==> config.mk <==
export PLATFORM = sky130hd
export DESIGN_NAME = free_list
export DESIGN_NICKNAME = d
export VERILOG_FILES = /design/src/rtl/free_list.sv
export SDC_FILE = /design/constraint.sdc
export NUM_CORES = 1
export LEC_CHECK = 0
export BUFFER_PORTS_ARGS = -buffer_cell sky130_fd_sc_hd__buf_2
export CAP_MARGIN = 20
export CELL_PAD_IN_SITES_DETAIL_PLACEMENT = 0
export CELL_PAD_IN_SITES_GLOBAL_PLACEMENT = 2
export CORE_MARGIN = 2
export CORE_UTILIZATION = 36
export CTS_BUF_LIST = sky130_fd_sc_hd__clkbuf_16
export CTS_CLUSTER_SIZE = 24
export DETAILED_ROUTE_END_ITERATION = 7
export GPL_TIMING_DRIVEN = 1
export PLACE_DENSITY = 0.76
export SYNTH_ARGS = -nofsm -noshare
export SYNTH_HDL_FRONTEND = slang
export SYNTH_SLANG_ARGS = --single-unit
==> constraint.sdc <==
create_clock -name clk -period 4.8 [get_ports clk]
set_clock_uncertainty 0.15 [all_clocks]
set_input_delay 0.48 -clock clk [delete_from_list [all_inputs] [get_ports clk]]
set_output_delay 0.48 -clock clk [all_outputs]
set_load 0.02 [all_outputs]
==> src/rtl/free_list.sv <==
`default_nettype none
// ============================================================================
// Module      : free_list (with helper pri_enc)
// Description : Free-list allocator for tag/entry IDs. A registered free-entry
//               bit vector feeds a lowest-index priority encoder, so one ID is
//               handed out per cycle through a zero-cycle req/ack handshake.
//               IDs are returned through a release port. Illegal releases
//               (out of range or double free) are dropped and raise a sticky
//               error flag.
// Optional    : FREE_LIST_BYPASS_EN - when no ID is free, an in-range released
//               ID is offered straight to the allocator in the same cycle.
// Ports       : clk, reset_ (sync, active-low), flush,
//               alloc_req / alloc_ack / alloc_id   - allocation handshake
//               free_valid / free_id               - release port
//               free_cnt, empty, full, err         - registered status
// Revision    : 1.0 - initial release
// ============================================================================

// ----------------------------------------------------------------------------
// pri_enc: reports the lowest-index active request bit.
// ACT = "High" treats a 1 as a request, "Low" treats a 0 as a request.
// ----------------------------------------------------------------------------
module pri_enc #(
    parameter int    WIDTH = 32,
    parameter int    OUT_W = $clog2(WIDTH),
    parameter string ACT   = "High"
) (
    input  logic [WIDTH-1:0] in,
    output logic [OUT_W-1:0] out,
    output logic             valid
);

    logic [WIDTH-1:0] w_req;

    assign w_req = (ACT == "Low") ? ~in : in;
    assign valid = |w_req;

    // Scan from the top down so the last hit (the lowest index) wins.
    always_comb begin
        out = '0;
        for (int i = WIDTH - 1; i >= 0; i--) begin
            if (w_req[i]) begin
                out = OUT_W'(i);
            end
        end
    end

endmodule

module free_list #(
    parameter int ENTRY = 32,
    parameter int OUT   = $clog2(ENTRY)
) (
    input  logic           clk,
    input  logic           reset_,
    input  logic           flush,
    input  logic           alloc_req,
    output logic           alloc_ack,
    output logic [OUT-1:0] alloc_id,
    input  logic           free_valid,
    input  logic [OUT-1:0] free_id,
    output logic [OUT:0]   free_cnt,
    output logic           empty,
    output logic           full,
    output logic           err
);

    localparam logic [OUT:0] c_ENTRY = (OUT + 1)'(ENTRY);

    logic [ENTRY-1:0] r_free_mask;
    logic [OUT:0]     r_free_cnt;
    logic             r_err;

    logic [ENTRY-1:0] w_mask_nxt;
    logic [OUT:0]     w_cnt_nxt;
    logic [OUT-1:0]   w_enc_id;
    logic             w_enc_valid;
    logic             w_mask_empty;
    logic             w_id_in_range;
    logic             w_free_legal;
    logic             w_free_illegal;
    logic             w_bypass;
    logic             w_alloc_fire;

    pri_enc #(
        .WIDTH (ENTRY),
        .OUT_W (OUT),
        .ACT   ("High")
    ) u_pri_enc (
        .in    (r_free_mask),
        .out   (w_enc_id),
        .valid (w_enc_valid)
    );

    assign w_mask_empty  = (r_free_mask == '0);
    assign w_id_in_range = ({1'b0, free_id} < c_ENTRY);

    // A release is legal only for an in-range ID that is currently taken.
    assign w_free_legal   = free_valid && w_id_in_range && !r_free_mask[free_id];
    assign w_free_illegal = free_valid && !w_free_legal;

`ifdef FREE_LIST_BYPASS_EN
    // Only reachable when nothing is free, so it never competes with the encoder.
    assign w_bypass = w_mask_empty && free_valid && w_id_in_range && !flush;
`else
    assign w_bypass = 1'b0;
`endif

    assign alloc_ack    = w_enc_valid || w_bypass;
    assign alloc_id     = w_bypass ? free_id : w_enc_id;
    assign w_alloc_fire = alloc_req && alloc_ack;

    // Set-then-clear ordering: in the bypass case the freed ID is consumed
    // immediately and the mask stays zero. Otherwise the two IDs always
    // differ, because a legal free targets a taken bit and alloc a free one.
    always_comb begin
        w_mask_nxt = r_free_mask;
        if (w_free_legal) begin
            w_mask_nxt[free_id] = 1'b1;
        end
        if (w_alloc_fire) begin
            w_mask_nxt[alloc_id] = 1'b0;
        end

        w_cnt_nxt = r_free_cnt;
        if (w_free_legal && !w_alloc_fire) begin
            w_cnt_nxt = r_free_cnt + 1'b1;
        end else if (!w_free_legal && w_alloc_fire) begin
            w_cnt_nxt = r_free_cnt - 1'b1;
        end
    end

    always_ff @(posedge clk) begin
        if (!reset_) begin
            r_free_mask <= '1;
            r_free_cnt  <= c_ENTRY;
            r_err       <= 1'b0;
        end else if (flush) begin
            // Same-cycle alloc/free are discarded; the error flag persists.
            r_free_mask <= '1;
            r_free_cnt  <= c_ENTRY;
        end else begin
            r_free_mask <= w_mask_nxt;
            r_free_cnt  <= w_cnt_nxt;
            if (w_free_illegal) begin
                r_err <= 1'b1;
            end
        end
    end

    assign free_cnt = r_free_cnt;
    assign empty    = w_mask_empty;
    assign full     = (r_free_cnt == c_ENTRY);
    assign err      = r_err;

endmodule
`default_nettype wire

Yosys cells after proc, flatten, opt, wreduce, memory -nomap -nowiden
Cells that the tools add are included.
{ "totals": {"elab_cells": 72, "out_inout_bits": 15, "inputBits": 10, "reg_bits": 39} }
{ "classes": {"magnitude_cmp": 4, "bitwise": 5, "n_addsub": 2, "mux": 42, "reduce_logical": 15, "eq_ne": 1} }
{ "ops": {"columns": ["cell", "count"], "rows": [
  ["$mux 5", 32],
  ["$mux 32", 2],
  ["$and 32x32->32", 1],
  ["$logic_not 32->1", 1],
  ["$not 32->32", 1],
  ["$or 32x32->32", 1],
  ["$reduce_or 32->1", 1],
  ["$lt 5x6->1 const B", 2],
  ["$mux 6", 2],
  ["$demux 1 s5", 2],
  ["$ge 5x1->1 const B", 2],
  ["$logic_and 1x1->1", 7],
  ["$add 6x1->6 const B", 1],
  ["$eq 6x6->1 const B", 1],
  ["$sub 6x1->6 const B", 1],
  ["$bmux 1 s5", 1],
  ["$logic_not 1->1", 3],
  ["$mux 1", 3],
  ["$not 1->1", 2],
  ["$reduce_and 2->1", 1],
  ["$reduce_bool 2->1", 1],
  ["$reduce_or 2->1", 1]
]} }

Depth between registers and ports, before layout
Gate-level depths: netlist of run 1.
{ "depth": {"ltp_word": 39, "depth_mapped": 15} }

Hierarchy
Synthesis of run 1 repeated with hierarchy kept, for this count alone.
{ "unflattened": {"cells_unflattened": 326, "hier_area_um2": 2661.3} }
{ "modules_own_cells": {"columns": ["module", "instances", "area_per_inst_um2", "cells_each"], "rows": [
  ["free_list", 1, 2275.9, 261],
  ["pri_enc", 1, 385.4, 65]
]} }

Least setup slack after synthesis of run 1
OpenSTA, ideal clock, no wires.
{ "synth_path": {"path_kind": "reg2reg", "from": "register r_free_mask[15]", "to": "register r_free_cnt[5], in the netlist free_cnt[5]", "arrival_time_ps": 3434, "path_stages_with_launch": 15, "synth_period_minus_slack_ps": 3708, "path_slack_ps": 1092, "setup_ps": 124, "path_cell_list": "dfxtp_1 > or4_4 > nor4b_4 > nand3_4 > or3b_1 > nand2_1 > ha_1 > inv_1 > ha_1 > a21o_1 > a21oi_1 > o21a_1 > o211ai_1 > xnor2_1 > nand2_1"} }
{ "synth_via": {"elab_cells_between_ends": 12, "classes_between": "mux: 3; reduce/logical: 9"} }
{ "synth_lines": {"columns": ["element", "line_no", "text"], "rows": [
  ["start: declaration", "70", "logic [ENTRY-1:0] r_free_mask;"],
  ["start signal: assignment", "143", "r_free_mask <= w_mask_nxt;"],
  ["$reduce_or 32->1 (*)", "36", "assign valid = |w_req;"],
  ["net alloc_ack", "58", "output logic alloc_ack,"],
  ["$logic_and 1x1->1 (*)", "111", "assign w_alloc_fire = alloc_req && alloc_ack;"],
  ["$logic_not 1->1", "126", "if (w_free_legal && !w_alloc_fire) begin"],
  ["$logic_and 1x1->1", "126", null],
  ["$mux 6 or $reduce_bool 2->1 (tied branches)", null, null],
  ["end signal: assignment", "136", "r_free_cnt <= c_ENTRY;"],
  ["end signal: assignment", "141", "r_free_cnt <= c_ENTRY;"],
  ["end signal: assignment", "144", "r_free_cnt <= w_cnt_nxt;"],
  ["end: declaration", "71", "logic [OUT:0] r_free_cnt;"]
]} }
Mark *: on every way through the listed nets, which the timed path passes. The rest lies on a longest branch. The select of a mux whose other input is x is not followed.
A chain may end at the register's enable or synchronous reset.

Worst setup path in the final report of run 1
{ "layout_path": {"from": "register r_free_mask[15]", "to": "register r_free_cnt[5], in the netlist free_cnt[5]"} }
{ "layout_via": {"elab_chain_cells": 7, "elab_cells_between_ends": 12, "classes_between": "mux: 3; reduce/logical: 9"} }
{ "layout_lines": {"columns": ["element", "line_no", "text"], "rows": [
  ["$bmux 1 s5", "99", "assign w_free_legal = free_valid && w_id_in_range && !r_free_mask[free_id];"],
  ["$mux 1 (not written as such)", "99", null],
  ["$logic_not 1->1", "99", null],
  ["$logic_and 1x1->1", "99", null],
  ["$logic_not 1->1", "128", "end else if (!w_free_legal && w_alloc_fire) begin"],
  ["$logic_and 1x1->1", "128", null],
  ["$reduce_bool 2->1 (no source line)", null, null]
]} }
Several ways; a longest one is shown, not always the timed one. The select of a mux whose other input is x is not followed.

==> flow_summary.yaml, run 1 <==
clock_tree:
  cts_sinks: 39
  clk_pin_slew_worst_paths_ns: 0.06
  postCtsHoldBufs: 0
  cts_buffers: 5
  cts_root_buf: "clkbuf_16"
  postCtsSetupRepairBufs: 0
  cts_resized: 0
  cts_tree: "yes"
  insertion_delay_ns: 0.29
  htreeDepth: 2
  clockBufferDepth: 2
placed_design:
  dp_hpwl_um: 6280
  place_area_sq_mm: 0.00289
  gp_congestion: 0.920
  port_buffers: 24
  post-place-ws_ns: 0.807
die:
  core_sq_mm: 0.00725
  die_y_um: 90.7
  start_util_pct: 37.3
  top_level_ports: 25
  die_w_um: 90.7
  dieArea_sq_mm: 0.00823
  row_count: 31
setup_path:
  worstPathRequired_ns: 4.82
  worst-path-max-fanout: 6
  cp-end-kind: "register"
  startpoint_type: "register"
  crit_arrival_ns: 3.98
  criticalPathCategory: "reg2reg"
sta:
  max_freq_ghz: 0.252
  setup_tns_ns: 0
  drv_slew: 0
  setup_viol: 0
  slew_headroom_pct: 30.0
  setup_ws_ns: 0.839
  finalCritPeriodShare_pct: 82.5
  period_needed_ns: 3.96
  tightest_slew_ns: 1.04
  rsz0062_at_grt: "false"
  final_hold_viol_count: 0
global_route:
  grt_max_degree: 37
  gr-total-overflow: 0
  first_global_vias: 2459
  antenna_found_initial: 0
  grt_pass1_wl_um: 13900
  grt_usage_pct: 21.4
pwr:
  p_sw_mw: 0.215
  power.internal_mw: 0.616
  pwr-share-comb_pct: 13.7
  p_sw_share_pct: 25.8
  clkPwrFrac_pct: 45.8
  max-vdd-ir-drop_v: 0.000137
  p_leak_nw: 1.10
  power_frac_seq_pct: 40.5
  p_per_area_mw_per_mm2: 272
detailed_routing:
  drcViolationCount: 0
  first_iter_violations: 251
  drtAntennaViolNets: 0
  routedWlPerCell_um: 20.2
  drt-pass1-iter-count: 5
  via_per_inst: 6.21
  finalWirelength_um: 8790
  vias: 2709
synth:
  synthCells: 318
  syn-cell-area_sq_mm: 0.00271
  synth_edf_count: 0
  ys_ff_latch: 39
  yosysSeqAreaShare_pct: 28.8
  netlist.area_leader.share_pct: 28.8
  synth_largest_area_cell: "dfxtp_1"
  yosysWarnings: 0
  syn-num-nets: 334
  synth_cell_types: 63
  synth-main-ff-cell: "dfxtp_1"
  ys_async_sr_fraction_pct: 0
  avgSynthCellArea_sq_um: 8.52
  yosys-top-cells-area: "dfxtp_1 (29%), mux2i_1 (6.3%), a21oi_1 (5.4%)"
cells_and_area:
  final_area_sq_mm: 0.00305
  n_antenna_cell: 0
  nNetsFinal: 352
  final_cell_mix: "dfxtp_1 (39), a21oi_1 (29), buf_2 (24), nor2_1 (23), a211oi_1 (19)"
  synthToLayoutAreaGrowth_pct: 12.6
  drive_above_1_share_pct: 17.5
  mostFrequentLayoutCell: "dfxtp_1"
  final_util_pct: 42.1
flow_run:
  maxCapViolCount: 0
run_status:
  status: "complete, no violations"
worst_hold_path:
  hp-class: "in2reg"
[cells by family (layout without fill, tap and decap cells)]
group           after synthesis  count (layout)  share of synthesized area, %
flops                        39              39                          28.8
compound gates              108             108                          29.1
mux                          17              17                          6.28
buf+inv                      30              49                          5.22
xor+xnor                      5               5                          1.62
simple gates                113             113                          25.9
fa+ha+maj                     6               6                          3.05
[stage by stage]
step	std cells	hold slack, ns	power, mW
after floorplan	318	0.376	0.429
after global placement	428	0.293	0.457
after detailed placement	428	0.319	0.457
after CTS	436	0.276	0.835
after global routing	436	0.294	0.860
final	436	0.278	0.830
[cell type report]
class / instances / area, sq um
Fill cell: 759 / 4200
Multi-Input combinational cell: 249 / 1790
Sequential cell: 39 / 781
Timing Repair Buffer: 27 / 143
Clock buffer: 5 / 125
Tap cell: 99 / 124
Inverter: 14 / 52.6
Clock inverter: 3 / 38.8
[power groups by stage]
stage	clock network, mW	logic (mW)	registers (mW)
global placement	0	0.114	0.344
global route	0.399	0.124	0.337
finish	0.380	0.114	0.336
detailed placement	0	0.113	0.343
CTS	0.385	0.114	0.336
floorplan	0	0.0828	0.347
[sequential cells by signal, indices dropped and copies added (netlist names)]
name	flops
r_free_mask	32
free_cnt	6
err	1
[critical path, cell delays in order, from the launching register on]
cell and delay [ns]:
dfxtp_1 0.35, or4_4 0.59, nor4b_4 0.44, nand3_4 0.18, or3b_1 0.47, nand2_1 0.10, ha_1 0.23, inv_1 0.14
ha_1 0.29, a21o_1 0.17, a21oi_1 0.26, o21a_1 0.16, o211ai_1 0.11, xnor2_1 0.14, nand2_1 0.06
[cells in the mapped netlist (9+ instances only)]
cell,n
a21oi_1,29
a31oi_1,12
a311oi_1,12
dfxtp_1,39
a211oi_1,19
mux2i_1,17
nor2_1,23
nand2_1,16
nor3_1,13
o221ai_1,9
inv_1,13
clkbuf_1,11
[per-layer routing]
metal | GRT usage, % | wire (um) | share of wire [%] | vias up
li1 | - | - | - | 1290
met1 | 29.7 | 4080 | 46 | 1302
met2 | 33.9 | 4020 | 46 | 105
met3 | 3.34 | 537 | 6.1 | 12
met4 | 7.05 | 151 | 1.7 | 0
met5 | 0 | 0 | 0 | -
[path summary, 6_finish.rpt]
| kind | start | slack (ns) | end | depth (start not counted) |
|---|---|---|---|---|
| max reg2reg | r_free_mask[15] | 0.84 | free_cnt[5] | 14 |
| min | reset_ | 0.28 | err | 2 |
| min reg2reg | err | 0.33 | err | 1 |
| max | r_free_mask[15] | 0.84 | free_cnt[5] | 14 |
Power figures use the tool's default switching activity.
==> run 2, diff against run 1 <==
--- a/config.mk
+++ b/config.mk
@@ -10,12 +10,12 @@
 export CELL_PAD_IN_SITES_DETAIL_PLACEMENT = 0
 export CELL_PAD_IN_SITES_GLOBAL_PLACEMENT = 2
 export CORE_MARGIN = 2
-export CORE_UTILIZATION = 36
+export CORE_UTILIZATION = 33
 export CTS_BUF_LIST = sky130_fd_sc_hd__clkbuf_16
 export CTS_CLUSTER_SIZE = 24
 export DETAILED_ROUTE_END_ITERATION = 7
 export GPL_TIMING_DRIVEN = 1
-export PLACE_DENSITY = 0.76
+export PLACE_DENSITY = 0.73
 export SYNTH_ARGS = -nofsm -noshare
 export SYNTH_HDL_FRONTEND = slang
 export SYNTH_SLANG_ARGS = --single-unit
==> constraint.sdc (replaced) <==
create_clock -name clk -period 3.25 [get_ports clk]
set_clock_uncertainty 0.15 [all_clocks]
set_input_delay 0.325 -clock clk [delete_from_list [all_inputs] [get_ports clk]]
set_output_delay 0.325 -clock clk [all_outputs]
set_load 0.02 [all_outputs]
==> flow_summary.yaml, run 2 (same netlist as run 1, synthesis figures left out) <==
run_status:
  status: "complete, no violations"
detailed_routing:
  vias: 2851
  first_iter_violations: 186
  drcViolationCount: 0
  routedWlPerCell_um: 19.4
  via_per_inst: 5.93
  drtAntennaViolNets: 0
  drt-pass1-iter-count: 4
  finalWirelength_um: 9350
sta:
  slew_headroom_pct: 46.8
  setup_tns_ns: 0
  period_needed_ns: 3.23
  rsz0062_at_grt: "true"
  tightest_slew_ns: 0.798
  drv_slew: 0
  setup_viol: 0
  final_hold_viol_count: 0
  finalCritPeriodShare_pct: 99.4
  max_freq_ghz: 0.310
global_route:
  grt_util_met1_pct: 31.6
  grt_pass1_wl_um: 14700
  use_met2_pct: 32.6
  first_global_vias: 2625
  gr-total-overflow: 0
  grt_max_degree: 20
  antenna_found_initial: 0
  grt_util_met3_pct: 3.75
  grt_busiest_layer: "met2"
  grt_usage_pct: 21.9
clock_tree:
  cts_buffers: 5
  insertion_delay_ns: 0.28
  postCtsHoldBufs: 0
  clockBufferDepth: 2
  htreeDepth: 2
  cts_root_buf: "clkbuf_16"
  clk_pin_slew_worst_paths_ns: 0.06
  cts_tree: "yes"
  cts_sinks: 39
cells_and_area:
  synthToLayoutAreaGrowth_pct: 25.5
  top_register: "r_free_mask"
  drive_above_1_share_pct: 28.2
  final_cell_mix: "buf_4 (40), dfxtp_1 (37), a21oi_1 (28), buf_2 (24), nor2_1 (23)"
  largest_reg_flops: 32
  nNetsFinal: 391
  mostFrequentLayoutCell: "buf_4"
  fin_cells: 481
  n_antenna_cell: 0
setup_path:
  startpoint_type: "register"
  criticalPathCategory: "reg2reg"
  path_delay_family: "simple AND/OR/NAND/NOR gates"
  cp.buffers_inverters: 1
  slowest_delay_ns: 0.55
  crit_top_cell: "ha_4"
  worst-path-max-fanout: 5
  cpMaxStageDelayCell: "or4_4"
  crit_arrival_ns: 3.24
  cp-end-kind: "register"
  worstPathCellList: "or4_4 > nor4b_4 > nand3_4 > or3b_4 > nand2_4 > ha_4 > inv_4 > ha_4 > a21o_1 > a21oi_2 > o21a_1 > o211ai_1 > xnor2_1 > nand2_1"
  worstPathRequired_ns: 3.26
die:
  die_w_um: 94.6
  core_sq_mm: 0.00809
  start_util_pct: 33.5
  row_count: 33
  top_level_ports: 25
  dieArea_sq_mm: 0.00895
  die_y_um: 94.6
pwr:
  p_per_area_mw_per_mm2: 347
  p_leak_nw: 1.30
  max-vdd-ir-drop_v: 0.000185
flow_run:
  maxCapViolCount: 0
placed_design:
  dp_hpwl_um: 7050
  gp_congestion: 0.886
  dp.cells: 470
  port_buffers: 24
worst_hold_path:
  hp-class: "in2reg"
[run 2: changes by cell type in the layout (fill, tap and decap cells not counted), sizes merged]
cell | before | now
inv | 14 | 16
buf | 27 | 66
bufinv | 1 | 0
clkinv | 2 | 1
[run 2: worst paths after layout]
path	start	end	slack [ns]	cells after the start
hold / removal	reset_	err	0.12	2
setup / recovery	r_free_mask[15]	free_cnt[5]	0.02	14
setup reg to reg	r_free_mask[15]	free_cnt[5]	0.02	14
hold reg to reg	err	err	0.31	1
[run 2: routing by layer]
metal	wire length, um	share of wire, %
met1	4540	49
met2	4040	43
met3	467	5.0
met4	296	3.2
met5	0	0
[run 2: power breakdown]
group          internal [mW]  switching, mW  total (mW)
sequential             0.486        0.00967       0.496
combinational         0.0934          0.116       0.210
clock                  0.278          0.196       0.473
total                  0.857          0.322        1.18
[run 2: area by class of cell]
class,count,area [sq um]
Sequential cell,39,783
Clock inverter,3,12.5
Inverter,14,55.1
Clock buffer,5,125
Tap cell,105,131
Timing Repair Buffer,66,460
Fill cell,860,4690
Multi-Input combinational cell,249,1830
[run 2: timing repair]
| item | in CTS | in global routing |
|---|---|---|
| endpoints found under the setup margin | 1 | 3 |
| resized for setup | 0 | 3 |
| pin swaps | 6 | 1 |
| buffers inserted | 1 | 3 |
[run 2: per-stage QoR]
step / total power, mW / instance area (sq um) / hold slack (ns) / util, % / setup slack, ns
3_3_place_gp: 0.710 / 3230 / 0.300 / 39.9 / -0.00580
3_5_place_dp: 0.710 / 3230 / 0.303 / 39.9 / -0.0412
6_report: 1.18 / 3400 / 0.123 / 42.0 / 0.0207
5_1_grt: 1.23 / 3400 / 0.143 / 42.0 / -0.130
2_1_floorplan: 0.639 / 2750 / 0.293 / - / -0.163
4_1_cts: 1.18 / 3370 / 0.124 / 41.7 / 0.0105
==> run 3, diff against run 2 <==
--- a/config.mk
+++ b/config.mk
@@ -15,7 +15,7 @@
 export CTS_CLUSTER_SIZE = 24
 export DETAILED_ROUTE_END_ITERATION = 7
 export GPL_TIMING_DRIVEN = 1
-export PLACE_DENSITY = 0.73
+export PLACE_DENSITY = 0.79
 export SYNTH_ARGS = -nofsm -noshare
 export SYNTH_HDL_FRONTEND = slang
 export SYNTH_SLANG_ARGS = --single-unit
==> flow_summary.yaml, run 3 (same netlist as run 1, synthesis figures left out) <==
setup_path:
  reg2reg_depth: 14
  worst-path-max-fanout: 5
  crit_top_cell: "ha_4"
  cp-end-kind: "register"
  r2r-end: "free_cnt[5]"
  r2r_start: "r_free_mask[15]"
  cpMaxStageDelayCell: "or4_4"
  criticalPathCategory: "reg2reg"
  startpoint_type: "register"
  slowest_delay_ns: 0.55
  r2r_slack_ns: -0.03
  startpoint: "r_free_mask[15]"
  worstPathCellList: "or4_4 > nor4b_4 > nand3_4 > or3b_4 > nand2_4 > ha_4 > inv_4 > ha_4 > a21o_1 > a21oi_2 > o21a_1 > o211ai_1 > xnor2_1 > nand2_1"
  worstPathRequired_ns: 3.25
  crit_arrival_ns: 3.28
pwr:
  p_leak_nw: 1.31
  p_per_area_mw_per_mm2: 345
  max-vdd-ir-drop_v: 0.000269
  total_power_mw: 1.18
die:
  start_util_pct: 33.5
  row_count: 33
  core_sq_mm: 0.00809
  dieArea_sq_mm: 0.00895
  die_w_um: 94.6
  top_level_ports: 25
  die_y_um: 94.6
clock_tree:
  clockBufferDepth: 2
  clk_pin_slew_worst_paths_ns: 0.06
  cts_sinks: 39
  cts_root_buf: "clkbuf_16"
  cts_tree: "yes"
  htreeDepth: 2
  cts_buffers: 5
  insertion_delay_ns: 0.28
cells_and_area:
  top_register: "r_free_mask"
  synthToLayoutAreaGrowth_pct: 26.8
  drive_above_1_share_pct: 29.8
  largest_reg_flops: 32
  n_antenna_cell: 0
  nNetsFinal: 397
  fin_cells: 487
  final.fill_count: 873
  mostFrequentLayoutCell: "buf_4"
  final_cell_mix: "buf_4 (48), dfxtp_1 (37), a21oi_1 (27), buf_2 (24), nor2_1 (23)"
worst_hold_path:
  min_from: "reset_"
  min_path_cells: 2
  hp-class: "in2reg"
  min_to: "err"
global_route:
  first_global_vias: 2578
  grt_usage_pct: 21.1
  grt_max_degree: 22
  antenna_found_initial: 0
  grt_pass1_wl_um: 14400
  gr-total-overflow: 0
detailed_routing:
  via_per_inst: 5.86
  first_iter_violations: 209
  drcViolationCount: 0
  routedWlPerCell_um: 18.9
  vias: 2856
  finalWirelength_um: 9200
  drt-pass1-iter-count: 5
  drtAntennaViolNets: 0
placed_design:
  dp_hpwl_um: 6930
  gp_congestion: 0.854
  port_buffers: 24
  dp.cells: 474
sta:
  rsz0062_at_grt: "true"
  period_needed_ns: 3.28
  setup_ws_ns: -0.0264
  drv_slew: 0
  final_hold_viol_count: 0
  tightest_slew_ns: 0.722
  slew_headroom_pct: 51.9
  max_freq_ghz: 0.305
  setup_viol: 1
  whs_ns: 0.124
  finalCritPeriodShare_pct: 101
flow_run:
  maxCapViolCount: 0
run_status:
  status: "finished, violations left"
  violations: "negative setup slack"
[run 3: critical path, delay by kind of cell (launching register included)]
kind / cells / cell delay, ns
xor gates and xnor gates: 1 / 0.14
AOI/OAI and AO/OA: 4 / 0.54
DFF: 1 / 0.32
buffers and inverters: 1 / 0.05
adders and majority gates: 2 / 0.40
and+or+nand+nor: 6 / 1.53
[run 3: final cells by class]
class,instances,area (sq um),share of cell area [%]
Multi-Input combinational cell,249,1840,53.7
Clock inverter,3,15.0,0.437
Sequential cell,39,783,22.8
Tap cell,105,131,3.83
Inverter,14,55.1,1.60
Timing Repair Buffer,72,480,14.0
Clock buffer,5,125,3.64
[run 3: repair_timing]
| action | CTS | global route |
|---|---|---|
| endpoints found under the setup margin | 2 | 4 |
| buffers inserted | 3 | 2 |
| pin swaps | 10 | 1 |
| resized for setup | 2 | 4 |
| hold buffers | 0 | 0 |
[run 3: worst max-delay path by stage]
stage / cells past startpoint / to
2_1_floorplan: 14 / free_cnt[5]
3_3_place_gp: 16 / free_cnt[5]
3_5_place_dp: 14 / free_cnt[5]
4_1_cts: 14 / free_cnt[5]
5_1_grt: 14 / free_cnt[5]
6_report: 14 / free_cnt[5]
[run 3: where the power goes]
part           internal (mW)  switching (mW)
clock                  0.279           0.194
sequential             0.486          0.0101
combinational         0.0957           0.119
total                  0.861           0.323
[run 3: stage by stage]
stage	setup TNS [ns]	cell area, sq um	utilization [%]	worst slack, ns
global placement	-0.113	3230	39.9	-0.0973
CTS	-0.0188	3400	42.0	-0.0188
floorplan	-0.220	2750	-	-0.163
finish	-0.0264	3430	42.4	-0.0264
detailed placement	-0.0630	3230	39.9	-0.0626
global route	-0.251	3430	42.4	-0.136
[run 3: metal layers]
layer | routed length (um) | up-vias | track usage, %
li1 | - | 1376 | -
met1 | 4310 | 1375 | 30.2
met2 | 4340 | 92 | 34.1
met3 | 423 | 13 | 2.00
met4 | 127 | 0 | 5.19
met5 | 0 | - | 0
